`config.mk`:
```
export PLATFORM = sky130hd
export DESIGN_NAME = pwm_fade_ctrl
export DESIGN_NICKNAME = d
export VERILOG_FILES = /design/src/rtl/pwm_pkg.sv /design/src/rtl/pwm_core.sv /design/src/rtl/pwm_fade_ctrl.sv
export SDC_FILE = /design/constraint.sdc
export NUM_CORES = 1
export LEC_CHECK = 0
export BUFFER_PORTS_ARGS = -buffer_cell sky130_fd_sc_hd__buf_2
export CAP_MARGIN = 10
export CORE_UTILIZATION = 53
export DETAILED_ROUTE_END_ITERATION = 7
export PLACE_DENSITY = 0.73
export SKIP_CTS_REPAIR_TIMING = 1
export SLEW_MARGIN = 20
export SYNTH_ARGS = -nofsm -noshare
export SYNTH_HDL_FRONTEND = slang
export SYNTH_SLANG_ARGS = --single-unit
```
`constraint.sdc`:
```
create_clock -name clk -period 2.3 [get_ports clk]
set_clock_uncertainty 0.2 [all_clocks]
set_input_delay 0.115 -clock clk [delete_from_list [all_inputs] [get_ports clk]]
set_output_delay 0.115 -clock clk [all_outputs]
set_load 0.01 [all_outputs]
```
`src/rtl/pwm_pkg.sv`:
```
// Shared types and helpers for the PWM fade controller and its counter/compare core.
package pwm_pkg;

  localparam int unsigned CBITS_DEF = 15;
  localparam int unsigned DBITS_DEF = 4;

  typedef enum logic [1:0] {
    IDLE,
    RAMP_UP,
    RAMP_DOWN
  } state_e;

  // Compare threshold {0, d, 1, zeros}: the forced top-0/low-1 bits keep duty off 0% and 100%.
  function automatic logic [31:0] thresh(input logic [31:0] d,
                                         input int unsigned cbits,
                                         input int unsigned dbits);
    return ((d << 1) | 32'd1) << (cbits - dbits - 2);
  endfunction

endpackage

```
`src/rtl/pwm_core.sv`:
```
// Free-running counter/compare PWM core with a duty shadow register loaded at the counter wrap.
module pwm_core
  import pwm_pkg::*;
#(
  parameter int unsigned CBITS = CBITS_DEF,
  parameter int unsigned DBITS = DBITS_DEF
) (
  input  logic             clk,
  input  logic             rst,
  input  logic [DBITS-1:0] duty_i,
  input  logic             load_i,
  output logic             period_end_o,
  output logic             pwm_o
);

  logic [CBITS-1:0] cnt_q;
  logic [CBITS-1:0] thr;
  logic [DBITS-1:0] active_duty_q;
  logic             pwm_q;

  assign thr          = CBITS'(thresh(32'(active_duty_q), CBITS, DBITS));
  assign period_end_o = (cnt_q == '1);
  assign pwm_o        = pwm_q;

  // NOTE: sequential state uses non-blocking assignments so every register samples pre-edge values.
  always_ff @(posedge clk or posedge rst) begin
    if (rst) begin
      cnt_q         <= '0;
      active_duty_q <= '0;
      pwm_q         <= 1'b0;
    end else begin
      cnt_q <= cnt_q + CBITS'(1);
      pwm_q <= (cnt_q < thr);
      // Loading only on the wrap edge means the new duty starts cleanly at cnt=0.
      if (load_i) active_duty_q <= duty_i;
    end
  end

endmodule

```
`src/rtl/pwm_fade_ctrl.sv`:
```
// Duty-cycle sequencer: accepts a target duty code and ramps one code per STEP_PERIODS PWM periods.
module pwm_fade_ctrl
  import pwm_pkg::*;
#(
  parameter int unsigned CBITS        = CBITS_DEF,
  parameter int unsigned DBITS        = DBITS_DEF,
  parameter int unsigned STEP_PERIODS = 4
) (
  input  logic             clk,
  input  logic             rst,
  input  logic [DBITS-1:0] tgt_duty_i,
  input  logic             tgt_valid_i,
  output logic             tgt_ready_o,
  output logic [DBITS-1:0] cur_duty_o,
  output logic             pwm_out_o,
  output logic             period_end_o,
  output logic             busy_o
);

  localparam int unsigned     SBITS     = (STEP_PERIODS > 1) ? $clog2(STEP_PERIODS) : 1;
  localparam logic [SBITS-1:0] STEP_LAST = SBITS'(STEP_PERIODS - 1);

  state_e           state_q;
  logic [DBITS-1:0] target_q;
  logic [DBITS-1:0] cur_duty_q;
  logic [DBITS-1:0] cur_duty_d;
  logic [SBITS-1:0] step_cnt_q;
  logic             period_end;
  logic             step_now;

  // The core shadows cur_duty_d at the wrap, so a step taken on this edge shows next period.
  always_comb begin
    step_now   = (state_q != IDLE) && period_end && (step_cnt_q == STEP_LAST);
    cur_duty_d = cur_duty_q;
    if (step_now) begin
      if (state_q == RAMP_UP) cur_duty_d = cur_duty_q + DBITS'(1);
      else                    cur_duty_d = cur_duty_q - DBITS'(1);
    end
  end

  always_ff @(posedge clk or posedge rst) begin
    if (rst) begin
      state_q    <= IDLE;
      target_q   <= '0;
      cur_duty_q <= '0;
      step_cnt_q <= '0;
    end else begin
      case (state_q)
        IDLE: begin
          if (tgt_valid_i) begin
            target_q   <= tgt_duty_i;
            step_cnt_q <= '0;
            if (tgt_duty_i > cur_duty_q)      state_q <= RAMP_UP;
            else if (tgt_duty_i < cur_duty_q) state_q <= RAMP_DOWN;
          end
        end
        RAMP_UP, RAMP_DOWN: begin
          if (period_end) begin
            if (step_now) begin
              step_cnt_q <= '0;
              cur_duty_q <= cur_duty_d;
              if (cur_duty_d == target_q) state_q <= IDLE;
            end else begin
              step_cnt_q <= step_cnt_q + SBITS'(1);
            end
          end
        end
        default: state_q <= IDLE;
      endcase
    end
  end

  assign tgt_ready_o = (state_q == IDLE);
  assign busy_o      = (state_q != IDLE);
  assign cur_duty_o  = cur_duty_q;

  pwm_core #(
    .CBITS(CBITS),
    .DBITS(DBITS)
  ) u_core (
    .clk         (clk),
    .rst         (rst),
    .duty_i      (cur_duty_d),
    .load_i      (period_end),
    .period_end_o(period_end),
    .pwm_o       (pwm_out_o)
  );

  assign period_end_o = period_end;

endmodule

```
# ---- Word level (Yosys, flattened, before mapping)
# Cells that the tools add are included.
dict set report word_totals {
  out_inout_bits 8
  in_bits 7
  elab_cells 47
  ff_bits 32
}
dict set report classes {
  n_mux 13
  reduce_logical 10
  add_sub_neg 4
  eq_ne 10
  order_cmp 3
}
# operator n
set op_table {}
lappend op_table {{$mux W2} 9}
lappend op_table {{$add A15 B1 Y15 const B} 1}
lappend op_table {{$eq A15 B15 Y1 const B} 1}
lappend op_table {{$lt A15 B14 Y1} 1}
lappend op_table {{$mux W4} 2}
lappend op_table {{$ne A2 B2 Y1 const B} 4}
lappend op_table {{$pmux W2 S2} 2}
lappend op_table {{$reduce_and A3 Y1} 2}
lappend op_table {{$reduce_and A5 Y1} 1}
lappend op_table {{$add A4 B1 Y4 const B} 1}
lappend op_table {{$eq A2 B2 Y1 const B} 2}
lappend op_table {{$eq A4 B4 Y1} 1}
lappend op_table {{$gt A4 B4 Y1} 1}
lappend op_table {{$lt A4 B4 Y1} 1}
lappend op_table {{$reduce_bool A2 Y1} 2}
lappend op_table {{$sub A4 B1 Y4 const B} 1}
lappend op_table {{$ne A3 B1 Y1 const B} 1}
lappend op_table {{$add A2 B1 Y2 const B} 1}
lappend op_table {{$eq A2 B1 Y1 const B} 1}
lappend op_table {{$logic_and A1 B1 Y1} 2}
lappend op_table {{$logic_not A2 Y1} 1}
lappend op_table {{$reduce_and A2 Y1} 1}
lappend op_table {{$reduce_or A2 Y1} 1}

# ---- Depth between registers and ports, before layout
dict set report depth {
  word_depth 9
  depth_mapped 9
}

# ---- Modules after synthesis
# A second synthesis with hierarchy kept.
dict set report hier_totals {
  cells_unflattened 178
  area_unflattened_um2 1810.5
}
# module n_inst seq_area_each_um2 cells_each area_each_um2
set modules_own_cells {}
lappend modules_own_cells {pwm_core 1 500.5 83 933.4}
lappend modules_own_cells {pwm_fade_ctrl 1 300.3 95 877.1}

# ---- Worst setup path after synthesis
# OpenSTA, ideal clock, no wires.
dict set report synth_timing {
  path_type {reg2reg}
  from {register cur_duty_q[0] (netlist: cur_duty_o[0])}
  to {register state_q[1]}
  arrival_ns 2.150
  slack_ns -0.173
  path_stages_with_launch 9
  setup_time_ns 0.124
  period_less_slack_ns 2.473
  cell_sequence {dfrtp_1 clkbuf_1 inv_1 fa_1 xnor2_1 xnor2_1 nand3_1 o311a_1 a211o_1}
}
dict set report synth_between {
  elab_chain_len 6
  word_cells_on_any_way 13
  classes_between {2 x add/sub; 2 x order compare; 3 x eq/ne; 5 x mux; 1 x reduce/logical}
}
# element line_no
set synth_lines {}
lappend synth_lines {{start, declared} pwm_fade_ctrl.sv:25} ;# logic [DBITS-1:0] cur_duty_q;
lappend synth_lines {{start signal, assigned} pwm_fade_ctrl.sv:61} ;# cur_duty_q <= cur_duty_d;
lappend synth_lines {{$sub A4 B1 Y4 / $add A4 B1 Y4 (equally long branches)} {pwm_fade_ctrl.sv:37, pwm_fade_ctrl.sv:36}}
lappend synth_lines {{$mux W4} pwm_fade_ctrl.sv:36} ;# if (state_q == RAMP_UP) cur_duty_d = cur_duty_q + DBITS'(1);
lappend synth_lines {{$mux W4} pwm_fade_ctrl.sv:35} ;# if (step_now) begin
lappend synth_lines {{$eq A4 B4 Y1} pwm_fade_ctrl.sv:62} ;# if (cur_duty_d == target_q) state_q <= IDLE;
lappend synth_lines {{$ne A2 B2 Y1 (no source line)} --}
lappend synth_lines {{$reduce_and A5 Y1 (no source line)} --}
lappend synth_lines {{end signal, assigned} pwm_fade_ctrl.sv:43} ;# state_q <= IDLE;
lappend synth_lines {{end signal, assigned} pwm_fade_ctrl.sv:62}
lappend synth_lines {{end signal, assigned} pwm_fade_ctrl.sv:68} ;# default: state_q <= IDLE;
lappend synth_lines {{end, declared} pwm_fade_ctrl.sv:23} ;# state_e state_q;
# Parallel ways exist; a longest one is shown, timed or not. The select of a mux whose other input is x is not followed.
# A chain may end at the register's enable or synchronous reset.

# ---- Worst setup path after layout
dict set report layout_timing {
  from {register state_q[0]}
  to {register state_q[1]}
}
dict set report layout_between {
  elab_chain_len 7
  word_cells_on_any_way 17
  classes_between {8 x eq/ne; 3 x mux; 6 x reduce/logical}
}
# element line_no
set layout_lines {}
lappend layout_lines {{start signal, assigned} pwm_fade_ctrl.sv:43}
lappend layout_lines {{start signal, assigned} pwm_fade_ctrl.sv:53} ;# if (tgt_duty_i > cur_duty_q) state_q <= RAMP_UP;
lappend layout_lines {{start signal, assigned} pwm_fade_ctrl.sv:54} ;# else if (tgt_duty_i < cur_duty_q) state_q <= RAMP_DOWN;
lappend layout_lines {{$reduce_bool A2 Y1} pwm_fade_ctrl.sv:33} ;# step_now = (state_q != IDLE) && period_end && (step_cnt_q == STEP_LAST);
lappend layout_lines {{$logic_and A1 B1 Y1 (2 in series)} pwm_fade_ctrl.sv:33}
lappend layout_lines {{$mux W4} pwm_fade_ctrl.sv:35}
lappend layout_lines {{$eq A4 B4 Y1} pwm_fade_ctrl.sv:62}
lappend layout_lines {{$ne A2 B2 Y1 (no source line)} --}
lappend layout_lines {{$reduce_and A5 Y1 (no source line)} --}
# Parallel ways exist; a longest one is shown, timed or not.

==> metrics <==
outcome complete, but fails checks; failing checks negative setup slack; post-route ant nets 0; Max IR drop VDD 0.343 mV; DR pass1 iterations 4; CP required 2330 ps; Sink Count 32; Final min period between 2000 and 2500 ps; period utilisation layout 101%; cts bufs inserted 5; Syn-to-layout area delta 18.5%; Initial Utilization 55.4%; Mapped Cells 179; most common flop cell mapped by yosys dfrtp_1; # port buffers 14; vias in the first global route about 1400; Critical Path AT about 2400 ps; detailed-route wire length around 3.5 mm; Die W approximately 61 microns; Final Instance Count excl. Fillers 259; Core Util, Final 65.7%; power per cell area just over 400 nW/um^2; Placer Congestion just under 0.8; post-synth top area cell dfrtp_1; clk_lat worst skew about 340 ps; DIE HEIGHT 61.1 microns; crit path launch type flop; Placed Cells 246; total gr overflow 0; hpwl dp roughly 2.7 mm; Ys Warns 0; fin. max-slew vios 0; Inserted Diodes 0; Final Setup Violations 1; CP Max Fanout 3; GRT Total Usage 22.9%; most common cell after layout, fill and taps aside dfrtp_1; Fill cells 267; DIE AREA ~3700 sq um; ys async rst share 100%; Slew HR 73.9%; CTS Root Buffer Type clkbuf_4; LEAKAGE approximately 1.0 nW; pin count of the biggest net entering global routing 33; post-route setup TNS -19.9 ps; row cnt 21; crit path kind flop to flop; max-capacitance violation count 0; Reg area approximately 800 sq um; CTS tree done; routed vias/inst 5.37; Fmax between 400 and 500 MHz; Mean Syn Cell Area roughly 10 sq um; initial antenna violation count 0; clock-pin slew on the worst setup and hold paths ~90 ps; drt initial violations 48; Final WS setup -19.9 ps; sequential fraction of the synthesis area 43.3%; total core area 3340 sq um; area of the multi-input gates 1020 sq um; CTS Buffer Depth 2; Post-Syn Nets 201; critical path endpoint category flop; Yosys cell types 40; WL/cell 13.7 microns; Synth area leaders dfrtp_1 43%, ha_1 9.5%, xnor2_1 6.6%; area share of the leading cell type in the synthesized netlist a little over two fifths; Ports 15; worst hold path class input pin to async pin; Post-synth EDFFs 0; RSZ-0062 raised after global routing yes; remaining routing DRC violations 0; final hold vios 0; Final nets 235; first-pass GRT wire length 6.05 mm; most frequent cells in the layout 32 x dfrtp_1, 17 x inv_1, 14 x buf_2; routed vias about 1400; worst-margin pin slew 391 ps; share of cells above drive strength 1 approximately 25%; CTS H-tree depth 2; dpl ws -48.4 ps; Seq cells post-synth 32; Syn Std Cell Area 1850 sq um
-- sequential cells by signal, indices dropped and copies added, names as in the netlist --
name	count
step_cnt_q	2
target_q	4
u_core.cnt_q	15
u_core.pwm_o	1
cur_duty_o	4
u_core.active_duty_q	4
state_q	2
-- worst paths after layout --
kind | startpoint | cells past startpoint | end | slack, ps
setup / recovery | state_q[0]$_DFFE_PP0P_ | 6 | state_q[1]$_DFFE_PP0P_ | -20
min in group clk | u_core.cnt_q[0]$_DFF_PP0_ | 1 | u_core.cnt_q[0]$_DFF_PP0_ | 280
max in group asynchronous | rst | 4 | target_q[2]$_DFFE_PP0P_ | 1430
setup reg to reg | state_q[0]$_DFFE_PP0P_ | 6 | state_q[1]$_DFFE_PP0P_ | -20
hold reg to reg | u_core.cnt_q[0]$_DFF_PP0_ | 1 | u_core.cnt_q[0]$_DFF_PP0_ | 280
hold / removal | rst | 4 | u_core.cnt_q[4]$_DFF_PP0_ | 190
-- stage by stage --
| step | power [mW] | cell area (sq um) | hold slack [ps] |
|---|---|---|---|
| finish | 0.900 | 2190 | 191 |
| floorplan | 0.592 | 1890 | 31.2 |
| global route | 0.942 | 2190 | 240 |
| detailed placement | 0.605 | 2060 | 17.7 |
| global placement | 0.604 | 2060 | 6.90 |
| CTS | 0.903 | 2110 | -363 |
-- routing by layer --
metal | up-vias | wire length, microns | part of all wire [%] | GRT usage (%)
met5 | - | 0 | 0 | 0
met4 | 0 | 68 | 1.9 | 10.1
met3 | 6 | 117 | 3.3 | 6.30
met2 | 25 | 1720 | 48 | 37.1
met1 | 672 | 1650 | 46 | 28.6
li1 | 689 | - | - | -
-- report_power, final --
group | leakage (nW) | internal, mW | switching (mW)
clock | 0.0281 | 0.112 | 0.187
combinational | 0.599 | 0.0167 | 0.0206
sequential | 0.419 | 0.563 | 0.000508
total | 1.05 | 0.692 | 0.208
-- synthesized netlist by cell type, types with 2 or more instances --
master	count
nor4_1	2
a211o_1	2
nor2_1	9
clkbuf_1	2
and2_1	2
and3_2	2
a21oi_1	7
nand3_1	10
xor2_1	10
ha_1	14
nand2_1	11
nand4_1	5
dfrtp_1	32
xnor2_1	14
nor2b_1	3
o21ai_0	7
mux2_2	5
nor3_1	2
inv_1	19
-- logic make-up (layout without fill, tap and decap cells) --
kind of cell	after synthesis	after routing	synth area share, %
buffers and inverters	21	55	4.26
multiplexers	7	7	4.40
XOR/XNOR	24	24	11.4
AO/OA/AOI/OAI	27	27	9.74
AND/OR/NAND/NOR	53	53	16.4
flip-flops	32	32	43.3
adder cells (fa/ha/maj)	15	15	10.6
-- worst max-delay path, stage by stage (launching register included) --
cell,delay (ps)
dfrtp_1,430
ha_4,190
fa_2,560
xor2_1,160
nand3_1,110
o311a_1,300
a211o_1,260
-- area by class of cell --
class | instances | share of cell area, %
timing repair buffer | 29 | 9.02
sequential | 32 | 36.6
clock buffer | 6 | 1.88
tap | 46 | 2.63
inverter | 19 | 3.26
multi-input combinational | 126 | 46.4
clock inverter | 1 | 0.228
Note: power is estimated with default switching activity, not from simulation.
